<file path="config.mk">
export PLATFORM = sky130hd
export DESIGN_NAME = rv_mul_pipe
export DESIGN_NICKNAME = d
export VERILOG_FILES = /design/src/rtl/rv_mul_pkg.sv /design/src/rtl/rv_mul_pp.sv /design/src/rtl/rv_mul_pipe.sv
export SDC_FILE = /design/constraint.sdc
export NUM_CORES = 2
export LEC_CHECK = 0
export CAP_MARGIN = 20
export CORE_UTILIZATION = 25
export CTS_BUF_LIST = sky130_fd_sc_hd__clkbuf_2 sky130_fd_sc_hd__clkbuf_4 sky130_fd_sc_hd__clkbuf_8
export DETAILED_ROUTE_END_ITERATION = 12
export GPL_ROUTABILITY_DRIVEN = 0
export MAX_ROUTING_LAYER = met4
export PLACE_DENSITY = 0.43
export SLEW_MARGIN = 20
export SYNTH_ARGS = -nofsm -noshare
export SYNTH_HDL_FRONTEND = slang
export SYNTH_SLANG_ARGS = --single-unit
</file>
<file path="constraint.sdc">
create_clock -name clk_i -period 6.75 [get_ports clk_i]
set_input_delay 1.35 -clock clk_i [delete_from_list [all_inputs] [get_ports clk_i]]
set_output_delay 1.35 -clock clk_i [all_outputs]
set_load 0.1 [all_outputs]
</file>
<file path="src/rtl/rv_mul_pkg.sv">
`default_nettype none
// ============================================================================
// Package  : rv_mul_pkg
// Brief    : Operation encodings shared by the multiplier and the decoder.
// Revision : 1.0 - initial release
// ============================================================================
package rv_mul_pkg;

    typedef enum logic [1:0] {
        MUL    = 2'b00,
        MULH   = 2'b01,
        MULHSU = 2'b10,
        MULHU  = 2'b11
    } mul_op_e;

    localparam logic [1:0] c_op_mul    = 2'b00;
    localparam logic [1:0] c_op_mulh   = 2'b01;
    localparam logic [1:0] c_op_mulhsu = 2'b10;
    localparam logic [1:0] c_op_mulhu  = 2'b11;

    function automatic logic op_a_signed(input logic [1:0] op);
        return op != c_op_mulhu;
    endfunction

    function automatic logic op_b_signed(input logic [1:0] op);
        return (op == c_op_mul) || (op == c_op_mulh);
    endfunction

endpackage
`default_nettype wire

</file>
<file path="src/rtl/rv_mul_pp.sv">
`default_nettype none
// ============================================================================
// Module   : rv_mul_pp
// Brief    : Four signed partial products of two (XLEN+1)-bit extended operands.
// Revision : 1.0 - initial release
// ============================================================================
module rv_mul_pp #(
    parameter int XLEN = 32
) (
    input  logic [XLEN:0]          a_ext,
    input  logic [XLEN:0]          b_ext,
    output logic signed [XLEN+1:0] pp_ll,
    output logic signed [XLEN+1:0] pp_lh,
    output logic signed [XLEN+1:0] pp_hl,
    output logic signed [XLEN+1:0] pp_hh
);

    localparam int c_half = XLEN / 2;
    localparam int c_ppw  = XLEN + 2;

    // Low halves are unsigned magnitudes, high halves carry the operand sign.
    logic signed [c_ppw-1:0] w_a_lo;
    logic signed [c_ppw-1:0] w_a_hi;
    logic signed [c_ppw-1:0] w_b_lo;
    logic signed [c_ppw-1:0] w_b_hi;

    assign w_a_lo = $signed({{(c_ppw-c_half){1'b0}}, a_ext[c_half-1:0]});
    assign w_b_lo = $signed({{(c_ppw-c_half){1'b0}}, b_ext[c_half-1:0]});
    assign w_a_hi = $signed({{(c_half+1){a_ext[XLEN]}}, a_ext[XLEN:c_half]});
    assign w_b_hi = $signed({{(c_half+1){b_ext[XLEN]}}, b_ext[XLEN:c_half]});

    assign pp_ll = w_a_lo * w_b_lo;
    assign pp_lh = w_a_lo * w_b_hi;
    assign pp_hl = w_a_hi * w_b_lo;
    assign pp_hh = w_a_hi * w_b_hi;

endmodule
`default_nettype wire

</file>
<file path="src/rtl/rv_mul_pipe.sv">
`default_nettype none
// ============================================================================
// Module   : rv_mul_pipe
// Brief    : Elastic STAGES-deep RISC-V M-extension multiplier with tag sideband.
// Revision : 1.0 - initial release
// ============================================================================
module rv_mul_pipe
    import rv_mul_pkg::*;
#(
    parameter int XLEN   = 32,
    parameter int STAGES = 6,
    parameter int TAG_W  = 5
) (
    input  logic             clk_i,
    input  logic             rst_ni,
    input  logic             valid_i,
    output logic             ready_o,
    input  logic [XLEN-1:0]  op_a_i,
    input  logic [XLEN-1:0]  op_b_i,
    input  logic [1:0]       op_i,
    input  logic [TAG_W-1:0] tag_i,
    input  logic             flush_i,
    output logic             valid_o,
    input  logic             ready_i,
    output logic [XLEN-1:0]  result_o,
    output logic [TAG_W-1:0] tag_o,
    output logic             busy_o
);

    localparam int c_half = XLEN / 2;
    localparam int c_ppw  = XLEN + 2;
    localparam int c_sw   = 2 * XLEN;

    logic [STAGES:1] r_vld;
    logic [STAGES:1] w_vld_in;
    logic [STAGES:1] w_load;

    assign w_vld_in = {r_vld[STAGES-1:1], valid_i};

    for (genvar k = 1; k <= STAGES; k++) begin : g_stage
        // Stage k may load whenever any stage from k to the output is empty or the sink drains.
        assign w_load[k] = ready_i | ~(&r_vld[STAGES:k]);

        always_ff @(posedge clk_i or negedge rst_ni) begin
            if (!rst_ni) begin
                r_vld[k] <= 1'b0;
            end else if (flush_i) begin
                r_vld[k] <= 1'b0;
            end else if (w_load[k]) begin
                r_vld[k] <= w_vld_in[k];
            end
        end
    end

    assign ready_o = w_load[1];
    assign valid_o = r_vld[STAGES];
    assign busy_o  = |r_vld;

    // Stage 1: extended operands
    logic [XLEN:0]      w_a_ext;
    logic [XLEN:0]      w_b_ext;
    logic [XLEN:0]      r_a_ext;
    logic [XLEN:0]      r_b_ext;
    mul_op_e            r_op1;
    logic [TAG_W-1:0]   r_tag1;

    assign w_a_ext = {op_a_signed(op_i) & op_a_i[XLEN-1], op_a_i};
    assign w_b_ext = {op_b_signed(op_i) & op_b_i[XLEN-1], op_b_i};

    always_ff @(posedge clk_i) begin
        if (w_load[1]) begin
            r_a_ext <= w_a_ext;
            r_b_ext <= w_b_ext;
            r_op1   <= mul_op_e'(op_i);
            r_tag1  <= tag_i;
        end
    end

    // Stage 2: partial products
    logic signed [c_ppw-1:0] w_pp_ll, w_pp_lh, w_pp_hl, w_pp_hh;
    logic signed [c_ppw-1:0] r_pp_ll, r_pp_lh, r_pp_hl, r_pp_hh;
    mul_op_e                 r_op2;
    logic [TAG_W-1:0]        r_tag2;

    rv_mul_pp #(
        .XLEN (XLEN)
    ) u_pp (
        .a_ext (r_a_ext),
        .b_ext (r_b_ext),
        .pp_ll (w_pp_ll),
        .pp_lh (w_pp_lh),
        .pp_hl (w_pp_hl),
        .pp_hh (w_pp_hh)
    );

    always_ff @(posedge clk_i) begin
        if (w_load[2]) begin
            r_pp_ll <= w_pp_ll;
            r_pp_lh <= w_pp_lh;
            r_pp_hl <= w_pp_hl;
            r_pp_hh <= w_pp_hh;
            r_op2   <= r_op1;
            r_tag2  <= r_tag1;
        end
    end

    // Stage 3: recombine; bits above 2*XLEN are never selected so the sum stops there
    logic [c_sw-1:0] w_ll_x, w_lh_x, w_hl_x, w_hh_x, w_sum;
    logic [XLEN-1:0] w_sel;

    assign w_ll_x = {{(c_sw-c_ppw){r_pp_ll[c_ppw-1]}}, r_pp_ll};
    assign w_lh_x = {{(c_sw-c_ppw){r_pp_lh[c_ppw-1]}}, r_pp_lh};
    assign w_hl_x = {{(c_sw-c_ppw){r_pp_hl[c_ppw-1]}}, r_pp_hl};
    assign w_hh_x = {{(c_sw-c_ppw){r_pp_hh[c_ppw-1]}}, r_pp_hh};
    assign w_sum  = (w_hh_x << XLEN) + ((w_hl_x + w_lh_x) << c_half) + w_ll_x;
    assign w_sel  = (r_op2 == MUL) ? w_sum[XLEN-1:0] : w_sum[c_sw-1:XLEN];

    logic [XLEN-1:0]  r_res [3:STAGES];
    logic [TAG_W-1:0] r_tag [3:STAGES];

    always_ff @(posedge clk_i or negedge rst_ni) begin
        if (!rst_ni) begin
            r_res[3] <= '0;
            r_tag[3] <= '0;
        end else if (w_load[3]) begin
            r_res[3] <= w_sel;
            r_tag[3] <= r_tag2;
        end
    end

    for (genvar k = 4; k <= STAGES; k++) begin : g_dly
        always_ff @(posedge clk_i or negedge rst_ni) begin
            if (!rst_ni) begin
                r_res[k] <= '0;
                r_tag[k] <= '0;
            end else if (w_load[k]) begin
                r_res[k] <= r_res[k-1];
                r_tag[k] <= r_tag[k-1];
            end
        end
    end

    assign result_o = r_res[STAGES];
    assign tag_o    = r_tag[STAGES];

endmodule
`default_nettype wire

</file>
==> out/metrics.cfg <==
[worst_setup_path]
cp_max_fo = 33
crit_top_cell = fa_1
cp_slowest_cell = fa_1
crit_buf_inv = 5
crit_cells = 23
worstPathArrival_ns = 7.00
path_delay_family = adder cells
setup.worst_path.start_class = flop
cpPeakStageDelay_ns = 0.55
path_class = flop to flop
r2r_cells = 23
path_cells = buf_12, and2_1, fa_1, inv_1, fa_1, fa_1, inv_1, fa_1, fa_1, inv_1, fa_1, inv_1, ha_1, a21o_1, a21o_1, a21oi_1, o31a_1, o221ai_2, o41ai_2, o211a_1, a211oi_1, a211oi_2, xor2_1
cp.required_ns = 7.28
crit_path_end_kind = flop

[floorplanning]
die_x_um = 471
die_area_mm2 = 0.222
rows = 171
die_height_um = 471
core_mm2 = 0.218
ios = 116
initial_utilization = 0.253

[logic_synthesis]
async_flop_share = 0.421
yosysSeqAreaShare = 0.186
netlist_area_mm2 = 0.0551
synth_nets = 7104
syn_avg_cell_area_um2 = 9.87
yosysWarnings = 0
synthCells = 5580
yosys.cell_types.count = 82
synth_ff_type = edfxtp_1
ys_ff_latch = 366
synth_edf_count = 212

[layout]
num-fill-cells = 22900
final_layout_size_suffix_gt1_frac = 0.0896
fin_cells = 8643
final_nets = 7257
area_growth_pct = 14.2
fin_area_mm2 = 0.0629

[status]
outcome = complete, no violations

[routing]
dr.pass1.iters = 5
wl_per_cell_um = 19.1
drc = 0
vias = 37700
via_per_inst = 4.36
wl_mm = 165
initialDrtViolationCount = 1962
detail-route-antenna-nets = 0

[placement]
dp_hpwl_mm = 133
dpl-instance-area_mm2 = 0.0609
dpl.cell_count = 8486
io_buffers = 115

[flow_run]
max_cap_violations = 0

[clock_network]
cts_root_buf = clkbuf_8
cts_buffer_depth = 3
cts_tree = yes
clk_latency_ns = 0.80
cts_made_buffers = 75
path_clk_slew_ns = 0.06
hold_buffers = 0
cts-htree-levels = 3
clock-sinks = 366

[timing]
rsz0062_at_grt = yes
fin_crit_sh = 0.959
finalSetupViolations = 0
final.setup.tns_ns = 0
max_slew_margin = 0.303
hold_viol = 0
skew_ns = 0.0497
fin_crit_ns = 6.48
report.final.slew_viol_count = 0
worstMarginPinSlew_ns = 1.04
fmax_ghz = 0.154

[global_routing]
grt.total_usage = 0.156
grt_pass1_vias = 41300
grt_max_degree = 102
gr-total-overflow = 0
antenna_found_initial = 12
grt_pass1_wl_mm = 257

[min_path]
whs_path_depth = 0
min_path_type = flop to flop

==> timing repair <==
item | CTS | global route
setup buffers | 0 | 22
resized for setup | 0 | 32
endpoints found under the setup margin | 0 | 20
==> cell usage in the layout, fill, tap and decap left out, drive strengths merged, types with 113 or more instances in the layout <==
master	count
inv	1099
fa	966
nand2	646
and2	538
ha	482
buf	230
edfxtp	212
a21oi	177
nor2	161
dfrtp	154
xnor2	146
clkdlybuf4s50	113
==> cell type report <==
type / instances / area, um^2 / area share
diodes: 5 / 12.5 / 0.000199
clock buffers: 100 / 1240 / 0.0197
clock inverters: 28 / 354 / 0.00563
inverters: 1094 / 4110 / 0.0653
multi-input cells: 3851 / 39800 / 0.632
flip-flops and latches: 366 / 10200 / 0.162
well taps: 2854 / 3570 / 0.0568
repair buffers: 345 / 3620 / 0.0576
==> cells by family after synthesis <==
kind of cell / synth area share
and+or+nand+nor: 0.138
xor gates and xnor gates: 0.0309
buffers and inverters: 0.0954
DFF: 0.186
muxes: 0.0236
AOI/OAI and AO/OA: 0.0657
adders and majority gates: 0.461
==> sequential cells by signal, indices dropped and copies added, names as in the netlist <==
signal and flops:
r_pp_lh 34, r_tag 15, r_pp_ll 32, r_vld 5, r_a_ext 33, r_pp_hl 34, r_op2 2, result_o 32
r_b_ext 33, r_tag1 5, valid_o 1, r_op1 2, r_tag2 5, r_pp_hh 32, tag_o 5, r_res 96
==> layer usage <==
layer / global-route usage / vias up / part of all wire
met5: - / - / 0
met4: 0.0401 / 0 / 0.026
met3: 0.0207 / 179 / 0.039
met2: 0.235 / 689 / 0.44
met1: 0.220 / 19300 / 0.50
li1: - / 17600 / -
==> final timing paths <==
| check | start | to | slack [ns] |
|---|---|---|---|
| max | r_a_ext[30]$_DFFE_PP_ | r_pp_hl[33]$_DFFE_PP_ | 0.27 |
| min | r_tag1[3]$_DFFE_PP_ | r_tag2[3]$_DFFE_PP_ | 0.42 |
| max reg2reg | r_a_ext[30]$_DFFE_PP_ | r_pp_hl[33]$_DFFE_PP_ | 0.27 |
| min reg2reg | r_tag1[3]$_DFFE_PP_ | r_tag2[3]$_DFFE_PP_ | 0.42 |
| max in group asynchronous | rst_ni | r_res[78]$_DFFE_PN0P_ | 4.74 |
| min in group asynchronous | rst_ni | result_o[20]$_DFFE_PN0P_ | 0.71 |
==> through the flow <==
stage | hold slack (ns) | worst slack [ns] | utilization
5_1_grt | 0.452 | -0.0331 | 0.288
4_1_cts | 0.422 | 0.0944 | 0.287
6_report | 0.424 | 0.274 | 0.289
2_1_floorplan | 0.400 | 0.428 | -
3_3_place_gp | 0.410 | 0.0739 | 0.279
3_5_place_dp | 0.405 | 0.0948 | 0.279
==> synthesized netlist by cell type (all sizes together), types with 26 or more instances <==
master | n | area [um^2]
clkbuf | 227 | 852
inv | 1093 | 4100
a21o | 71 | 533
nor3 | 26 | 135
a21oi | 177 | 897
o21ai | 104 | 524
nand3 | 43 | 215
buf | 42 | 297
dfrtp | 154 | 3850
ha | 482 | 6030
nor2 | 161 | 607
edfxtp | 212 | 6370
and2 | 538 | 3370
mux2 | 111 | 1250
xnor2 | 146 | 1280
nand2b | 33 | 206
nand2 | 646 | 2420
xor2 | 48 | 420
fa | 966 | 19300
Power is left out: the tool's default activity adds up to more than one toggle a clock period on the data nets, which glitch-free logic cannot reach.
